**src/rtl/som_pkg.sv**
```systemverilog
// Shared SOM definitions: geometry, widths, scan FSM states and distance helpers.
package som_pkg;

  localparam int N_ROW = 8;
  localparam int CH_W  = 8;
  localparam int W_W   = 3 * CH_W;
  localparam int D_W   = 11;
  localparam int IDX_W = $clog2(N_ROW);

  // Largest possible Manhattan distance between two pixels (765 for 8-bit channels).
  localparam int D_MAX = 3 * ((1 << CH_W) - 1);

  // Running minimum starts above any reachable distance so row 0 always wins first.
  localparam logic [D_W-1:0] D_INIT = '1;

  typedef enum logic [1:0] {
    S_IDLE = 2'd0,
    S_SCAN = 2'd1,
    S_DONE = 2'd2
  } state_t;

  function automatic logic [CH_W-1:0] abs_diff(input logic [CH_W-1:0] a,
                                                input logic [CH_W-1:0] b);
    return (a > b) ? (a - b) : (b - a);
  endfunction

endpackage

```
**src/rtl/vep_column_scan_if.sv**
```systemverilog
// Scan request / result / weight-write bundle between a column VEP and its neighbours.
interface vep_column_scan_if;
  import som_pkg::*;

  logic             start;
  logic [W_W-1:0]   pixel;
  logic             busy;
  logic             out_valid;
  logic [D_W-1:0]   d_out;
  logic [W_W-1:0]   w_out;
  logic [IDX_W-1:0] index_out;
  logic             wr_en;
  logic [IDX_W-1:0] wr_addr;
  logic [W_W-1:0]   wr_data;
  logic             wr_err;

  modport master (
    output start, pixel, wr_en, wr_addr, wr_data,
    input  busy, out_valid, d_out, w_out, index_out, wr_err
  );

  modport slave (
    input  start, pixel, wr_en, wr_addr, wr_data,
    output busy, out_valid, d_out, w_out, index_out, wr_err
  );

endinterface

```
**src/rtl/som_dist.sv**
```systemverilog
// Combinational Manhattan distance between two packed RGB vectors.
module som_dist
  import som_pkg::*;
(
  input  logic [W_W-1:0] i_a,
  input  logic [W_W-1:0] i_b,
  output logic [D_W-1:0] o_dist
);

  logic [CH_W-1:0] w_dr;
  logic [CH_W-1:0] w_dg;
  logic [CH_W-1:0] w_db;

  assign w_dr = abs_diff(i_a[2*CH_W +: CH_W], i_b[2*CH_W +: CH_W]);
  assign w_dg = abs_diff(i_a[1*CH_W +: CH_W], i_b[1*CH_W +: CH_W]);
  assign w_db = abs_diff(i_a[0*CH_W +: CH_W], i_b[0*CH_W +: CH_W]);

  // Three 8-bit terms cannot exceed 765, so the 11-bit sum never overflows.
  assign o_dist = {{(D_W-CH_W){1'b0}}, w_dr}
                + {{(D_W-CH_W){1'b0}}, w_dg}
                + {{(D_W-CH_W){1'b0}}, w_db};

endmodule

```
**src/rtl/vep_column_scan.sv**
```systemverilog
// One SOM column: 8 weight rows scanned one per cycle for the closest match to a pixel.
//
//  state  | meaning
//  S_IDLE | waiting for start; weight writes accepted
//  S_SCAN | evaluating row cnt against the latched pixel
//  S_DONE | result registers updated, out_valid high for this cycle
module vep_column_scan
  import som_pkg::*;
(
  input  logic              i_clk,
  input  logic              i_rst,
  vep_column_scan_if.slave  io_bus
);

  state_t           r_state;
  state_t           w_state_nxt;
  logic [IDX_W-1:0] r_cnt;
  logic [W_W-1:0]   r_pix_q;
  logic [W_W-1:0]   r_weight [N_ROW];
  logic [D_W-1:0]   r_min_d;
  logic [W_W-1:0]   r_min_w;
  logic [IDX_W-1:0] r_min_i;
  logic [D_W-1:0]   r_d_out;
  logic [W_W-1:0]   r_w_out;
  logic [IDX_W-1:0] r_idx_out;
  logic             r_wr_err;

  logic [W_W-1:0]   w_cur_w;
  logic [D_W-1:0]   w_dist;
  logic             w_better;
  logic             w_last;
  logic [D_W-1:0]   w_sel_d;
  logic [W_W-1:0]   w_sel_w;
  logic [IDX_W-1:0] w_sel_i;

  assign w_cur_w  = r_weight[r_cnt];
  assign w_last   = (r_cnt == IDX_W'(N_ROW - 1));
  // Strict compare: on a tie the earlier (lower) row is kept.
  assign w_better = (w_dist < r_min_d);
  assign w_sel_d  = w_better ? w_dist  : r_min_d;
  assign w_sel_w  = w_better ? w_cur_w : r_min_w;
  assign w_sel_i  = w_better ? r_cnt   : r_min_i;

  som_dist u_dist (
    .i_a    (r_pix_q),
    .i_b    (w_cur_w),
    .o_dist (w_dist)
  );

  // State register.
  always_ff @(posedge i_clk or posedge i_rst) begin
    if (i_rst) r_state <= S_IDLE;
    else       r_state <= w_state_nxt;
  end

  // Next-state decode; start outside IDLE is simply ignored.
  always_comb begin
    w_state_nxt = r_state;
    case (r_state)
      S_IDLE:  if (io_bus.start) w_state_nxt = S_SCAN;
      S_SCAN:  if (w_last)       w_state_nxt = S_DONE;
      S_DONE:                    w_state_nxt = S_IDLE;
      default:                   w_state_nxt = S_IDLE;
    endcase
  end

  // Scan datapath: pixel latch, row counter, running minimum and published result.
  always_ff @(posedge i_clk or posedge i_rst) begin
    if (i_rst) begin
      r_cnt     <= '0;
      r_pix_q   <= '0;
      r_min_d   <= D_INIT;
      r_min_w   <= '0;
      r_min_i   <= '0;
      r_d_out   <= '0;
      r_w_out   <= '0;
      r_idx_out <= '0;
    end else begin
      case (r_state)
        S_IDLE: begin
          if (io_bus.start) begin
            r_pix_q <= io_bus.pixel;
            r_cnt   <= '0;
            r_min_d <= D_INIT;
          end
        end
        S_SCAN: begin
          r_min_d <= w_sel_d;
          r_min_w <= w_sel_w;
          r_min_i <= w_sel_i;
          r_cnt   <= r_cnt + 1'b1;
          // Publish using the selected values so the last row is part of the result.
          if (w_last) begin
            r_d_out   <= w_sel_d;
            r_w_out   <= w_sel_w;
            r_idx_out <= w_sel_i;
          end
        end
        default: ;
      endcase
    end
  end

  // Weight array: writes land only in IDLE, so a scan never sees a row change under it.
  always_ff @(posedge i_clk or posedge i_rst) begin
    if (i_rst) begin
      for (int k = 0; k < N_ROW; k++) r_weight[k] <= '0;
    end else if (io_bus.wr_en && (r_state == S_IDLE)) begin
      r_weight[io_bus.wr_addr] <= io_bus.wr_data;
    end
  end

  // Dropped-write indication, one cycle after the rejected strobe.
  always_ff @(posedge i_clk or posedge i_rst) begin
    if (i_rst) r_wr_err <= 1'b0;
    else       r_wr_err <= io_bus.wr_en && (r_state != S_IDLE);
  end

  assign io_bus.busy      = (r_state != S_IDLE);
  assign io_bus.out_valid = (r_state == S_DONE);
  assign io_bus.d_out     = r_d_out;
  assign io_bus.w_out     = r_w_out;
  assign io_bus.index_out = r_idx_out;
  assign io_bus.wr_err    = r_wr_err;

endmodule
```
**src/flat_wrapper.sv**
```systemverilog
// flat-port wrapper written by rule: the top's interface ports become plain ports
module vep_column_scan_flat import som_pkg::*;
  (i_clk, i_rst, io_bus_start, io_bus_pixel, io_bus_wr_en, io_bus_wr_addr, io_bus_wr_data, io_bus_busy, io_bus_out_valid, io_bus_d_out, io_bus_w_out, io_bus_index_out, io_bus_wr_err);
  vep_column_scan_if io_bus_i ();
  input  logic i_clk;
  input  logic i_rst;
  input wire logic [$bits(io_bus_i.start)-1:0] io_bus_start;
  input wire logic [$bits(io_bus_i.pixel)-1:0] io_bus_pixel;
  input wire logic [$bits(io_bus_i.wr_en)-1:0] io_bus_wr_en;
  input wire logic [$bits(io_bus_i.wr_addr)-1:0] io_bus_wr_addr;
  input wire logic [$bits(io_bus_i.wr_data)-1:0] io_bus_wr_data;
  output wire logic [$bits(io_bus_i.busy)-1:0] io_bus_busy;
  output wire logic [$bits(io_bus_i.out_valid)-1:0] io_bus_out_valid;
  output wire logic [$bits(io_bus_i.d_out)-1:0] io_bus_d_out;
  output wire logic [$bits(io_bus_i.w_out)-1:0] io_bus_w_out;
  output wire logic [$bits(io_bus_i.index_out)-1:0] io_bus_index_out;
  output wire logic [$bits(io_bus_i.wr_err)-1:0] io_bus_wr_err;
  assign io_bus_i.start = io_bus_start;
  assign io_bus_i.pixel = io_bus_pixel;
  assign io_bus_i.wr_en = io_bus_wr_en;
  assign io_bus_i.wr_addr = io_bus_wr_addr;
  assign io_bus_i.wr_data = io_bus_wr_data;
  assign io_bus_busy = io_bus_i.busy;
  assign io_bus_out_valid = io_bus_i.out_valid;
  assign io_bus_d_out = io_bus_i.d_out;
  assign io_bus_w_out = io_bus_i.w_out;
  assign io_bus_index_out = io_bus_i.index_out;
  assign io_bus_wr_err = io_bus_i.wr_err;
  vep_column_scan u_core (.i_clk(i_clk), .i_rst(i_rst), .io_bus(io_bus_i));
endmodule
```
**config.mk**
```make
export PLATFORM = sky130hd
export DESIGN_NAME = vep_column_scan_flat
export DESIGN_NICKNAME = d
export VERILOG_FILES = /design/src/rtl/som_pkg.sv /design/src/rtl/vep_column_scan_if.sv /design/src/rtl/som_dist.sv /design/src/rtl/vep_column_scan.sv /design/src/flat_wrapper.sv
export SDC_FILE = /design/constraint.sdc
export NUM_CORES = 1
export LEC_CHECK = 0
export CAP_MARGIN = 5
export CORE_ASPECT_RATIO = 1.4
export CORE_MARGIN = 4
export CORE_UTILIZATION = 50
export DETAILED_ROUTE_END_ITERATION = 6
export DONT_BUFFER_PORTS = 1
export PLACE_DENSITY = 0.69
export SYNTH_ARGS = -nofsm -noshare
export SYNTH_HDL_FRONTEND = slang
export SYNTH_HIERARCHICAL = 1
export SYNTH_SLANG_ARGS = --single-unit
```
**constraint.sdc**
```tcl
create_clock -name i_clk -period 8.3 [get_ports i_clk]
set_clock_uncertainty 0.05 [all_clocks]
set_input_delay 0.83 -clock i_clk [delete_from_list [all_inputs] [get_ports i_clk]]
set_output_delay 0.83 -clock i_clk [all_outputs]
set_load 0.01 [all_outputs]
```
Word level (Yosys, flattened, before mapping)
Index checks and enable logic that the tools add are counted.
{"block": "op_classes", "add_sub_neg": 9, "n_lt_le_gt_ge": 7, "n_eq_ne": 5, "n_mux": 19, "bitwise": 2, "n_reduce_logical": 10}
{"operator": "192-bit bitwise mux", "n": 1}
{"operator": "24-bit two-way mux", "n": 4}
{"operator": "24-bit binary-select mux with 3-bit select", "n": 1}
{"operator": "24-bit demux with 3-bit select", "n": 1}
{"operator": "8-bit subtractor", "n": 6}
{"operator": "8-bit > comparator", "n": 3}
{"operator": "8-bit two-way mux", "n": 3}
{"operator": "11-bit two-way mux", "n": 2}
{"operator": "11-bit one-hot mux with 2 select lines", "n": 1}
{"operator": "10-bit by 11-bit < comparator with 1-bit output", "n": 1}
{"operator": "9-bit by 8-bit adder with 10-bit output", "n": 1}
{"operator": "8-bit by 8-bit adder with 9-bit output", "n": 1}
{"operator": "4-bit greater-or-equal comparator (second input constant)", "n": 2}
{"operator": "3-bit inverter with 4-bit output", "n": 2}
{"operator": "2-bit AND reduction", "n": 4}
{"operator": "3-bit two-way mux", "n": 2}
{"operator": "3-bit one-hot mux with 2 select lines", "n": 1}
{"operator": "4-bit by 1-bit < comparator with 1-bit output (second input constant)", "n": 1}
{"operator": "2-bit two-way mux", "n": 2}
{"operator": "2-bit one-hot mux with 2 select lines", "n": 1}
{"operator": "2-bit nonzero test", "n": 2}
{"operator": "3-bit by 1-bit adder with 3-bit output (second input constant)", "n": 1}
{"operator": "3-bit equality test (second input constant)", "n": 1}
{"operator": "1-bit logical AND", "n": 3}
{"operator": "5 further kinds", "n": 5}
{"block": "totals", "reg_bits": 298, "inputBits": 55, "output_inout_bits": 41, "word_cells": 70}

Longest topological paths before layout
Gate-level depths: netlist of run 1.
{"block": "depth", "word_depth": 11, "depth_mapped": 31, "ltp_nobuf": 25}

Hierarchy
The synthesis of run 1 kept the hierarchy.
{"module": "vep_column_scan", "n_inst": 1, "cells_each": 867, "area_each_um2": 13235.2, "seq_area_each_um2": 7470.9}
{"module": "som_dist", "n_inst": 1, "cells_each": 333, "area_each_um2": 2552.4, "seq_area_each_um2": 0.0}

Least setup slack after synthesis of run 1
Ideal clock, no wire load.
{"block": "synth_path", "kind": "register to register", "startpoint": "register u_core.r_cnt[2]", "endpoint": "register u_core.r_min_w[0]", "setup_time_ps": 125, "arrival_time_ps": 6445, "required_time_ps": 8125, "slack_ps": 1680, "path_stages_with_launch": 28, "path_buffers": 5, "period_less_slack_ps": 6620, "path_cell_list": "dfrtp_1 > buf_6 > buf_6 > mux4_2 > mux2_2 > ha_1 > buf_6 > and3_4 > a21boi_4 > o41ai_4 > mux2i_1 > xor2_1 > fa_1 > inv_1 > ha_1 > a21o_1 > a211oi_1 > nor2_1 > o22ai_1 > xor2_1 > ha_1 > nand4_1 > o221ai_1 > a211oi_2 > and2_1 > buf_4 > buf_6 > mux2_2"}
{"block": "synth_between", "elab_chain_len": 10, "elab_cells_between_ends": 20, "classes_between": "add/sub (8); order compare (4); mux (7); bitwise (1)"}
{"item": "start: declaration", "line": "vep_column_scan.sv:17", "rtl": "logic [IDX_W-1:0] r_cnt;"}
{"item": "start signal: assignment", "line": "vep_column_scan.sv:91", "rtl": "r_cnt <= r_cnt + 1'b1;"}
{"item": "3-bit inverter with 4-bit output (not written as such) *", "line": "vep_column_scan.sv:36", "rtl": "assign w_cur_w = r_weight[r_cnt];"}
{"item": "24-bit binary-select mux with 3-bit select *", "line": "vep_column_scan.sv:36"}
{"item": "24-bit two-way mux (not written as such) * (2 in a row)", "line": "vep_column_scan.sv:36"}
{"item": "named net u_core.w_cur_w[20]", "line": "vep_column_scan.sv:28", "rtl": "logic [W_W-1:0] w_cur_w;"}
{"item": "8-bit subtractor or 8-bit > comparator (tied branches)", "line": "som_pkg.sv:24", "rtl": "return (a > b) ? (a - b) : (b - a);"}
{"item": "8-bit two-way mux *", "line": "som_pkg.sv:24"}
{"item": "8-bit by 8-bit adder with 9-bit output *", "line": "som_dist.sv:20", "rtl": "+ {{(D_W-CH_W){1'b0}}, w_dg}"}
{"item": "9-bit by 8-bit adder with 10-bit output *", "line": "som_dist.sv:21", "rtl": "+ {{(D_W-CH_W){1'b0}}, w_db};"}
{"item": "named net u_core.w_dist[8]", "line": "vep_column_scan.sv:29", "rtl": "logic [D_W-1:0] w_dist;"}
{"item": "10-bit by 11-bit < comparator with 1-bit output *", "line": "vep_column_scan.sv:39", "rtl": "assign w_better = (w_dist < r_min_d);"}
{"item": "24-bit two-way mux *", "line": "vep_column_scan.sv:41", "rtl": "assign w_sel_w = w_better ? w_cur_w : r_min_w;"}
{"item": "end signal: assignment", "line": "vep_column_scan.sv:89", "rtl": "r_min_w <= w_sel_w;"}
{"item": "end: declaration", "line": "vep_column_scan.sv:21", "rtl": "logic [W_W-1:0] r_min_w;"}
Mark *: on every way through the listed nets, which the timed path passes. The rest lies on a longest branch. The select of a mux whose other input is x is not followed.
A chain may end at the register's enable or synchronous reset.

Worst setup path after layout of run 1
{"block": "layout_path", "startpoint": "register u_core.r_cnt[1]", "endpoint": "register u_core.r_min_d[1]"}
{"block": "layout_between", "elab_chain_len": 11, "elab_cells_between_ends": 21, "classes_between": "add/sub (8); order compare (4); mux (8); bitwise (1)"}
{"item": "3-bit inverter with 4-bit output (not written as such) *", "line": "vep_column_scan.sv:36"}
{"item": "24-bit binary-select mux with 3-bit select *", "line": "vep_column_scan.sv:36"}
{"item": "24-bit two-way mux (not written as such) * (2 in a row)", "line": "vep_column_scan.sv:36"}
{"item": "named net u_core.w_cur_w[21]", "line": "vep_column_scan.sv:28"}
{"item": "8-bit subtractor or 8-bit > comparator (tied branches)", "line": "som_pkg.sv:24"}
{"item": "8-bit two-way mux *", "line": "som_pkg.sv:24"}
{"item": "8-bit by 8-bit adder with 9-bit output *", "line": "som_dist.sv:20"}
{"item": "9-bit by 8-bit adder with 10-bit output *", "line": "som_dist.sv:21"}
{"item": "named net u_core.w_dist[8]", "line": "vep_column_scan.sv:29"}
{"item": "10-bit by 11-bit < comparator with 1-bit output *", "line": "vep_column_scan.sv:39"}
{"item": "11-bit two-way mux *", "line": "vep_column_scan.sv:40", "rtl": "assign w_sel_d = w_better ? w_dist : r_min_d;"}
{"item": "11-bit one-hot mux with 2 select lines *", "line": "vep_column_scan.sv:79", "rtl": "case (r_state)"}
{"item": "end signal: assignment", "line": "vep_column_scan.sv:88", "rtl": "r_min_d <= w_sel_d;"}
{"item": "end: declaration", "line": "vep_column_scan.sv:20", "rtl": "logic [D_W-1:0] r_min_d;"}
Marks and branches as above.

==> flow_summary.ini, run 1 <==
[floorplanning]
ioPinCount = 96
num_rows = 76
fp.dieArea_um2 = 34500
start_util_pct = 50.9
fp.dieW_um = 158
coreArea_um2 = 31000
die_h_um = 218

[detailed_routing]
first_pass_iters = 6
met1_length_mm = 14.0
wl_mm = 34.1
vias_per_cell = 5.80
drt_iter0_drc = 503
via_count = 9249
highest_layer = met4
route.detailed.drc = 0
wl_per_cell_um = 21.4
route.met3.wl_mm = 1.65
final_antenna_net_count = 0
wl_met2_mm = 17.6

[yosys]
synth_cells = 1200
yosysTopAreaCellShare_pct = 45.5
synth.area.top_cells = dfrtp_1, mux2_2, mux4_2, ha_1, mux2i_1
synth.most_common_cell = dfrtp_1
synth_edf_count = 0
yosysUniqueCellTypes = 58
synthFlopType = dfrtp_1
yosysWarnings = 6
yosys.area.top_type = dfrtp_1
yosysSeqAreaShare_pct = 47.3
synth_area_um2 = 15800
synth_seq_cells = 298
synthArstFlopShare_pct = 100
syn_area_per_cell_um2 = 13.2
ys_top_cells_by_count = dfrtp_1, mux2_2, inv_1
syn-num-nets = 1334

[cells_and_area]
area_growth_pct = 8.24
final_util_pct = 55.1
layout-drive-gt1-share_pct = 30.3
final_nets = 1318
fillers = 2547

[timing]
tightest_slew_ns = 1.04
period_needed_ns = 7.71
fin_setup_tns_ns = 0
setup_violations = 0
rsz0062_at_grt = false
finalHoldViolCount = 0
fmax_mhz = 130
drv_slew = 0
slew_headroom_pct = 30.4
period_share_pct = 92.8

[clock_network]
cts.sinks = 298
htree_num_levels = 1
tritoncts = done
clockBufferDepth = 3
clock_latency_ns = 0.55
clockRootBuffer = clkbuf_16
cts_made_buffers = 28
clkTransAtPathRegs_ns = 0.06

[critical_path]
start_kind = flip-flop
worst_setup_path_end_kind = flip-flop
critPathKind = reg -> reg
slowest_stage = dfrtp_2
crit_arrival_ns = 8.14
critPathRequiredTime_ns = 8.74
timing.critical_path.slowest_cell_delay_ns = 0.68
path_max_fanout = 34
crit_top_cell = ha_1
crit_chain = buf_4, mux4_2, mux2_2, ha_1, and3_4, a21boi_4, o41ai_4, mux2i_1, xor2_1, fa_1, inv_1, ha_1, a21o_1, a211oi_1, nor2_1, o22ai_1, xor2_1, ha_1, nand4_1, o221ai_1, a211oi_4, buf_4, o21ba_2, o22a_1

[global_routing]
antenna_found_initial = 1
grt_pass1_vias = 9646
grt_max_degree = 183
grt_util_all_layers_pct = 19.9
grt_pass1_wl_mm = 53.8
grt_remaining_overflow = 0

[run_status]
status = finished, final reports clean

[min_path]
hp-class = in -> async

[place]
dp_hpwl_mm = 23.3
io_buffers = 0
gp_congestion = 0.862

[job]
max_cap_violations = 0
-- path summary, 6_finish.rpt --
path	startpoint	to	slack (ns)	depth (start not counted)
worst max-delay path	u_core/r_cnt[1]	u_core/r_min_d[1]	0.59	24
worst min-delay path	i_rst	u_core/r_pix_q[3]	0.32	1
worst max register to register	u_core/r_cnt[1]	u_core/r_min_d[1]	0.59	24
worst min register to register	u_core/r_weight[11]	u_core/r_weight[11]	0.43	1
max in group asynchronous	i_rst	u_core/r_weight[180]	6.37	2
min in group i_clk	io_bus_wr_data[1]	u_core/r_weight[25]	0.36	1
-- logic make-up after synthesis --
logic type | Yosys count | share of synthesized area [%]
flops | 298 | 47.3
xor+xnor | 19 | 1.05
mux | 374 | 30.1
buf+inv | 150 | 4.52
compound gates | 146 | 6.11
other cells | 1 | 0.0238
fa+ha+maj | 79 | 6.97
simple gates | 133 | 3.91
-- flip-flops by register name, summed over array words and instances (netlist names) --
register                 flops
u_core/r_min_i               3
u_core/r_min_w              24
u_core/io_bus.index_out      3
u_core/r_weight            192
u_core/io_bus.w_out         24
u_core/r_pix_q              24
u_core/io_bus.d_out         11
u_core/io_bus.wr_err         1
u_core/r_min_d              11
u_core/r_cnt                 3
u_core/r_state               2
-- final cells by class --
cell class | count | area, um2 | share of cell area (%)
Antenna cell | 1 | 2.50 | 0.0146
Tap cell | 390 | 488 | 2.86
Multi-Input combinational cell | 752 | 7620 | 44.6
Inverter | 83 | 315 | 1.85
Clock inverter | 16 | 215 | 1.26
Clock buffer | 35 | 768 | 4.50
Sequential cell | 298 | 7480 | 43.7
Timing Repair Buffer | 21 | 208 | 1.22
-- cell usage in the layout (no fill, tap or decap), types with 15 or more instances in the layout --
cell type | Yosys | routed
ha_1 | 64 | 64
mux2i_1 | 55 | 55
nand2_1 | 73 | 71
mux4_2 | 48 | 48
nor2_1 | 16 | 16
mux2_4 | 18 | 18
o21ai_1 | 43 | 43
dfrtp_1 | 287 | 285
mux2_2 | 206 | 206
buf_4 | 9 | 17
a21oi_1 | 30 | 30
fa_1 | 15 | 15
inv_1 | 83 | 82
mux2_1 | 47 | 47
clkbuf_16 | 0 | 29
-- routing by layer --
metal / vias up / global-route usage [%]
met2: 168 / 34.6
li1: 4244 / -
met1: 4786 / 25.3
met5: - / 0
met3: 51 / 3.63
met4: 0 / 5.72
-- through the flow --
| step | hold WS [ns] | setup WS (ns) | instance area, um2 | instances |
|---|---|---|---|---|
| 2_1_floorplan | 0.403 | 1.68 | 15800 | 1200 |
| 3_3_place_gp | 0.411 | 0.569 | 16100 | 1543 |
| 3_5_place_dp | 0.420 | 0.450 | 16100 | 1543 |
| 4_1_cts | 0.329 | 0.413 | 17100 | 1594 |
| 5_1_grt | 0.337 | 0.170 | 17100 | 1596 |
| 6_report | 0.319 | 0.594 | 17100 | 1596 |
-- worst max-delay path: cells and delay by family (launching register included) --
family | cells | cell delay (ns)
DFF | 1 | 0.68
muxes | 3 | 1.15
buffers and inverters | 3 | 0.89
xor gates and xnor gates | 2 | 0.41
AOI/OAI and AO/OA | 9 | 2.40
and+or+nand+nor | 3 | 0.46
adders and majority gates | 4 | 1.58
-- what timing repair did --
action / 4_1_cts / 5_1_grt
hold buffers: 0 / 0
resized for setup: 0 / 0
buffers inserted: 0 / 1
setup endpoints to repair: 0 / 10
Power of run 1 is left out: the tool's default activity adds up to more than one toggle a clock period on the data nets, which glitch-free logic cannot reach.
==> inputs of run 2 (changes only) <==
Settings changed: SYNTH_HIERARCHICAL 1 to default.
==> flow_summary.ini, run 2 <==
[clock_network]
htree_num_levels = 1
clkTransAtPathRegs_ns = 0.07
clockBufferDepth = 3
clock_latency_ns = 0.58
ctsResizeCount = 0
postCtsHoldBufs = 0
post_cts_buffers = 0
tritoncts = done
cts.sinks = 298
cts_made_buffers = 29
clockRootBuffer = clkbuf_16

[critical_path]
cp.buffers_inverters = 4
r2r_slack_ns = 0.67
path_max_fanout = 54
ff2ff_path_depth = 25
worst_setup_path_end_kind = flip-flop
timing.critical_path.slowest_cell_delay_ns = 0.71
slowest_stage = dfrtp_2
reg2reg_from = u_core.r_cnt[0]
critPathKind = reg -> reg
crit_arrival_ns = 8.08
r2r-end = u_core.r_min_d[6]
start_kind = flip-flop
cp.depth = 25
path_delay_family = compound AO/OA/AOI/OAI gates
crit_top_cell = a21oi_1
critPathRequiredTime_ns = 8.75

[timing]
fin_ws_ns = 0.668
fmax_mhz = 131
slew_headroom_pct = 30.9
drv_slew = 0
setup_violations = 0
fin_setup_tns_ns = 0
finalHoldViolCount = 0
rsz0062_at_grt = false
period_needed_ns = 7.63
tightest_slew_ns = 1.04
period_share_pct = 92.0

[global_routing]
grt_remaining_overflow = 0
grt_max_degree = 201
antenna_found_initial = 0
grt_util_all_layers_pct = 21.1
grt_pass1_vias = 10400
grt_pass1_wl_mm = 56.7

[yosys]
syn-num-nets = 1376
yosysSeqAreaShare_pct = 48.7
synth.area.top_cells = dfrtp_1, mux2_2, mux4_2, ha_1, mux2i_1
synth_seq_cells = 298
yosysTopAreaCellShare_pct = 46.8
yosys.area.top_type = dfrtp_1
synth_cells = 1241
synthArstFlopShare_pct = 100
synthFlopType = dfrtp_1
syn_area_per_cell_um2 = 12.4
synth_area_um2 = 15300
ys_top_cells_by_count = dfrtp_1, mux2_2, nand2_1
synth_edf_count = 0
synth.most_common_cell = dfrtp_1
yosysWarnings = 0
yosysUniqueCellTypes = 52

[detailed_routing]
wl_mm = 34.8
route.detailed.drc = 0
first_pass_iters = 5
vias_per_cell = 5.83
via_count = 9575
drt_iter0_drc = 631
wl_per_cell_um = 21.2
final_antenna_net_count = 0

[place]
dp_hpwl_mm = 23.7
gp_congestion = 0.890
io_buffers = 0
post-place-ws_ns = 0.662

[cells_and_area]
layout-drive-gt1-share_pct = 28.3
layout_commonest_cell = dfrtp_1
area_growth_pct = 9.76
layout_common_cells = dfrtp_1, mux2_2, nand2_1
final_nets = 1370
largest_reg_flops = 192
top_register = u_core.r_weight
diodes = 0

[floorplanning]
num_rows = 75
die_h_um = 215
start_util_pct = 50.9
coreArea_um2 = 30100
fp.dieW_um = 156
fp.dieArea_um2 = 33600
ioPinCount = 96

[min_path]
hp-class = in -> async

[job]
max_cap_violations = 0

[run_status]
status = finished, final reports clean
## run 2: cell types whose count changed after synthesis, sizes merged, moves of 20 or more
cell / delta
a21oi: +30
mux2: -73
nand2: +32
nor2: +33
nand3: +20
o311ai: +24
## run 2: worst max path at each step
| stage | start | to |
|---|---|---|
| floorplan | u_core.r_cnt[0] | u_core.r_min_w[1] |
| global placement | u_core.r_cnt[0] | u_core.r_min_d[6] |
| detailed placement | u_core.r_cnt[0] | u_core.r_min_d[6] |
| CTS | u_core.r_cnt[0] | u_core.r_min_d[6] |
| global route | u_core.r_cnt[0] | u_core.r_min_w[13] |
| finish | u_core.r_cnt[0] | u_core.r_min_d[6] |
## run 2: cell families (layout without fill, tap and decap cells)
kind of cell	count (synthesis)	in the layout	synth area share, %
flops	298	298	48.7
xor+xnor	23	23	1.31
compound gates	190	190	7.89
mux	294	294	24.7
buf+inv	143	160	4.21
fa+ha+maj	80	80	7.26
simple gates	213	213	5.94
## run 2: per-stage QoR
stage	hold WS [ns]	std cells	instance area [um2]	util [%]
after detailed placement	0.438	1589	15800	52.3
final	0.308	1643	16800	55.9
after floorplan	0.402	1241	15400	-
after global placement	0.432	1589	15800	52.3
after CTS	0.287	1643	16800	55.9
after global routing	0.303	1643	16800	55.9
## run 2: metal layers
layer / routed length [um] / vias up / global-route usage, %
li1: - / 4395 / -
met1: 14100 / 4939 / 26.6
met2: 17800 / 190 / 36.8
met3: 1790 / 51 / 3.62
met4: 1060 / 0 / 6.89
met5: 0 / - / 0
## run 2: layout make-up
type	count	area, um2
clock buffers	39	843
flip-flops and latches	298	7470
inverters	77	293
repair buffers	29	268
fillers	2443	13300
clock inverters	15	240
well taps	385	482
multi-input cells	800	7250
Power of run 2 is left out for the same reason.
==> inputs of run 3 (changes only) <==
Settings changed: DONT_BUFFER_PORTS 1 to default, PLACE_DENSITY 0.69 to default, PLACE_DENSITY_LB_ADDON from default to 0.2.
==> flow_summary.ini, run 3 (synthesis results as in run 2) <==
[run_status]
status = finished, final reports clean

[critical_path]
path_max_fanout = 52
start_kind = flip-flop
r2r_slack_ns = 0.86
crit_arrival_ns = 7.88
worst_setup_path_end_kind = flip-flop
slowest_stage = dfrtp_2
r2r-end = u_core.r_min_w[14]
critPathRequiredTime_ns = 8.74
reg2reg_from = u_core.r_cnt[1]
crit_top_cell = a21oi_1
timing.critical_path.slowest_cell_delay_ns = 0.88
ff2ff_path_depth = 25
critPathKind = reg -> reg

[global_routing]
grt_pass1_vias = 10500
antenna_found_initial = 0
grt_max_degree = 157
grt_pass1_wl_mm = 56.9
grt_util_all_layers_pct = 21.3
grt_remaining_overflow = 0

[cells_and_area]
layout_commonest_cell = dfrtp_1
final_nets = 1467
diodes = 0
layout_common_cells = dfrtp_1, mux2_2, nand2_1
layout-drive-gt1-share_pct = 26.3
area_growth_pct = 15.8
final_cells = 1741
largest_reg_flops = 192
top_register = u_core.r_weight

[detailed_routing]
vias_per_cell = 5.72
final_antenna_net_count = 0
route.detailed.drc = 0
wl_mm = 35.2
wl_per_cell_um = 20.2
first_pass_iters = 5
via_count = 9951
drt_iter0_drc = 476

[timing]
fin_ws_ns = 0.858
rsz0062_at_grt = false
drv_slew = 0
period_needed_ns = 7.44
period_share_pct = 89.7
fmax_mhz = 134
tightest_slew_ns = 0.969
finalHoldViolCount = 0
fin_setup_tns_ns = 0
slew_headroom_pct = 35.4
setup_violations = 0

[place]
gp_congestion = 0.882
post-place-ws_ns = 0.822
io_buffers = 95
place_inst = 1685
dp_hpwl_mm = 23.7

[clock_network]
htree_num_levels = 1
ctsResizeCount = 0
tritoncts = done
clockRootBuffer = clkbuf_16
cts_made_buffers = 30
clockBufferDepth = 3
cts.sinks = 298
post_cts_buffers = 0
clkTransAtPathRegs_ns = 0.06
clock_latency_ns = 0.57
postCtsHoldBufs = 0

[floorplanning]
die_h_um = 215
start_util_pct = 50.9
fp.dieW_um = 156
fp.dieArea_um2 = 33600
coreArea_um2 = 30100
ioPinCount = 96
num_rows = 75

[min_path]
hold_path_depth = 2
hold_path_end = u_core.io_bus.d_out[3]
hp-start = u_core.io_bus.d_out[3]
hp-class = reg -> reg

[job]
max_cap_violations = 0
run 3: changes by cell type in the layout (fill, tap and decap cells not counted), moves of 3 or more:
cell | before | now
clkbuf_1 | 2 | 6
bufinv_16 | 6 | 3
clkinv_2 | 8 | 5
clkdlybuf4s50_1 | 0 | 95
run 3: cell type report:
| cell class | instances | area (um2) |
|---|---|---|
| sequential | 298 | 7470 |
| fill | 2487 | 12400 |
| timing repair buffer | 125 | 1230 |
| tap | 385 | 482 |
| multi-input combinational | 800 | 7250 |
| clock buffer | 43 | 881 |
| clock inverter | 13 | 164 |
| inverter | 77 | 293 |
run 3: worst max path at each step:
stage	from	to	slack, ns	cells past startpoint
3_3_place_gp	u_core.r_cnt[1]	u_core.r_min_d[6]	0.88	26
2_1_floorplan	u_core.r_cnt[0]	u_core.r_min_w[1]	1.97	28
6_report	u_core.r_cnt[1]	u_core.r_min_w[14]	0.86	25
4_1_cts	u_core.r_cnt[1]	u_core.r_min_d[8]	0.85	27
5_1_grt	u_core.r_cnt[1]	u_core.r_min_w[14]	0.32	27
3_5_place_dp	u_core.r_cnt[1]	u_core.io_bus.w_out[20]	0.82	26
run 3: through the flow:
stage | util, % | area [um2] | hold WS [ns]
4_1_cts | 59.0 | 17800 | 0.439
5_1_grt | 59.0 | 17800 | 0.460
2_1_floorplan | - | 15400 | 0.402
6_report | 59.0 | 17800 | 0.430
3_5_place_dp | 55.5 | 16700 | 0.424
3_3_place_gp | 55.5 | 16700 | 0.417
run 3: routing by layer:
layer	GRT usage, %	share of wire [%]
met1	27.2	41
met2	37.7	52
met3	2.78	3.9
met4	6.34	2.5
met5	0	0
run 3: worst max-delay path, delay by kind of cell, from the launching register on:
family / cells / cell delay [ns]
XOR/XNOR: 2 / 0.67
flip-flops: 1 / 0.88
AO/OA/AOI/OAI: 12 / 2.52
buffers and inverters: 3 / 0.46
AND/OR/NAND/NOR: 1 / 0.07
adder cells (fa/ha/maj): 4 / 1.43
multiplexers: 3 / 1.21
Power of run 3 is left out for the same reason.
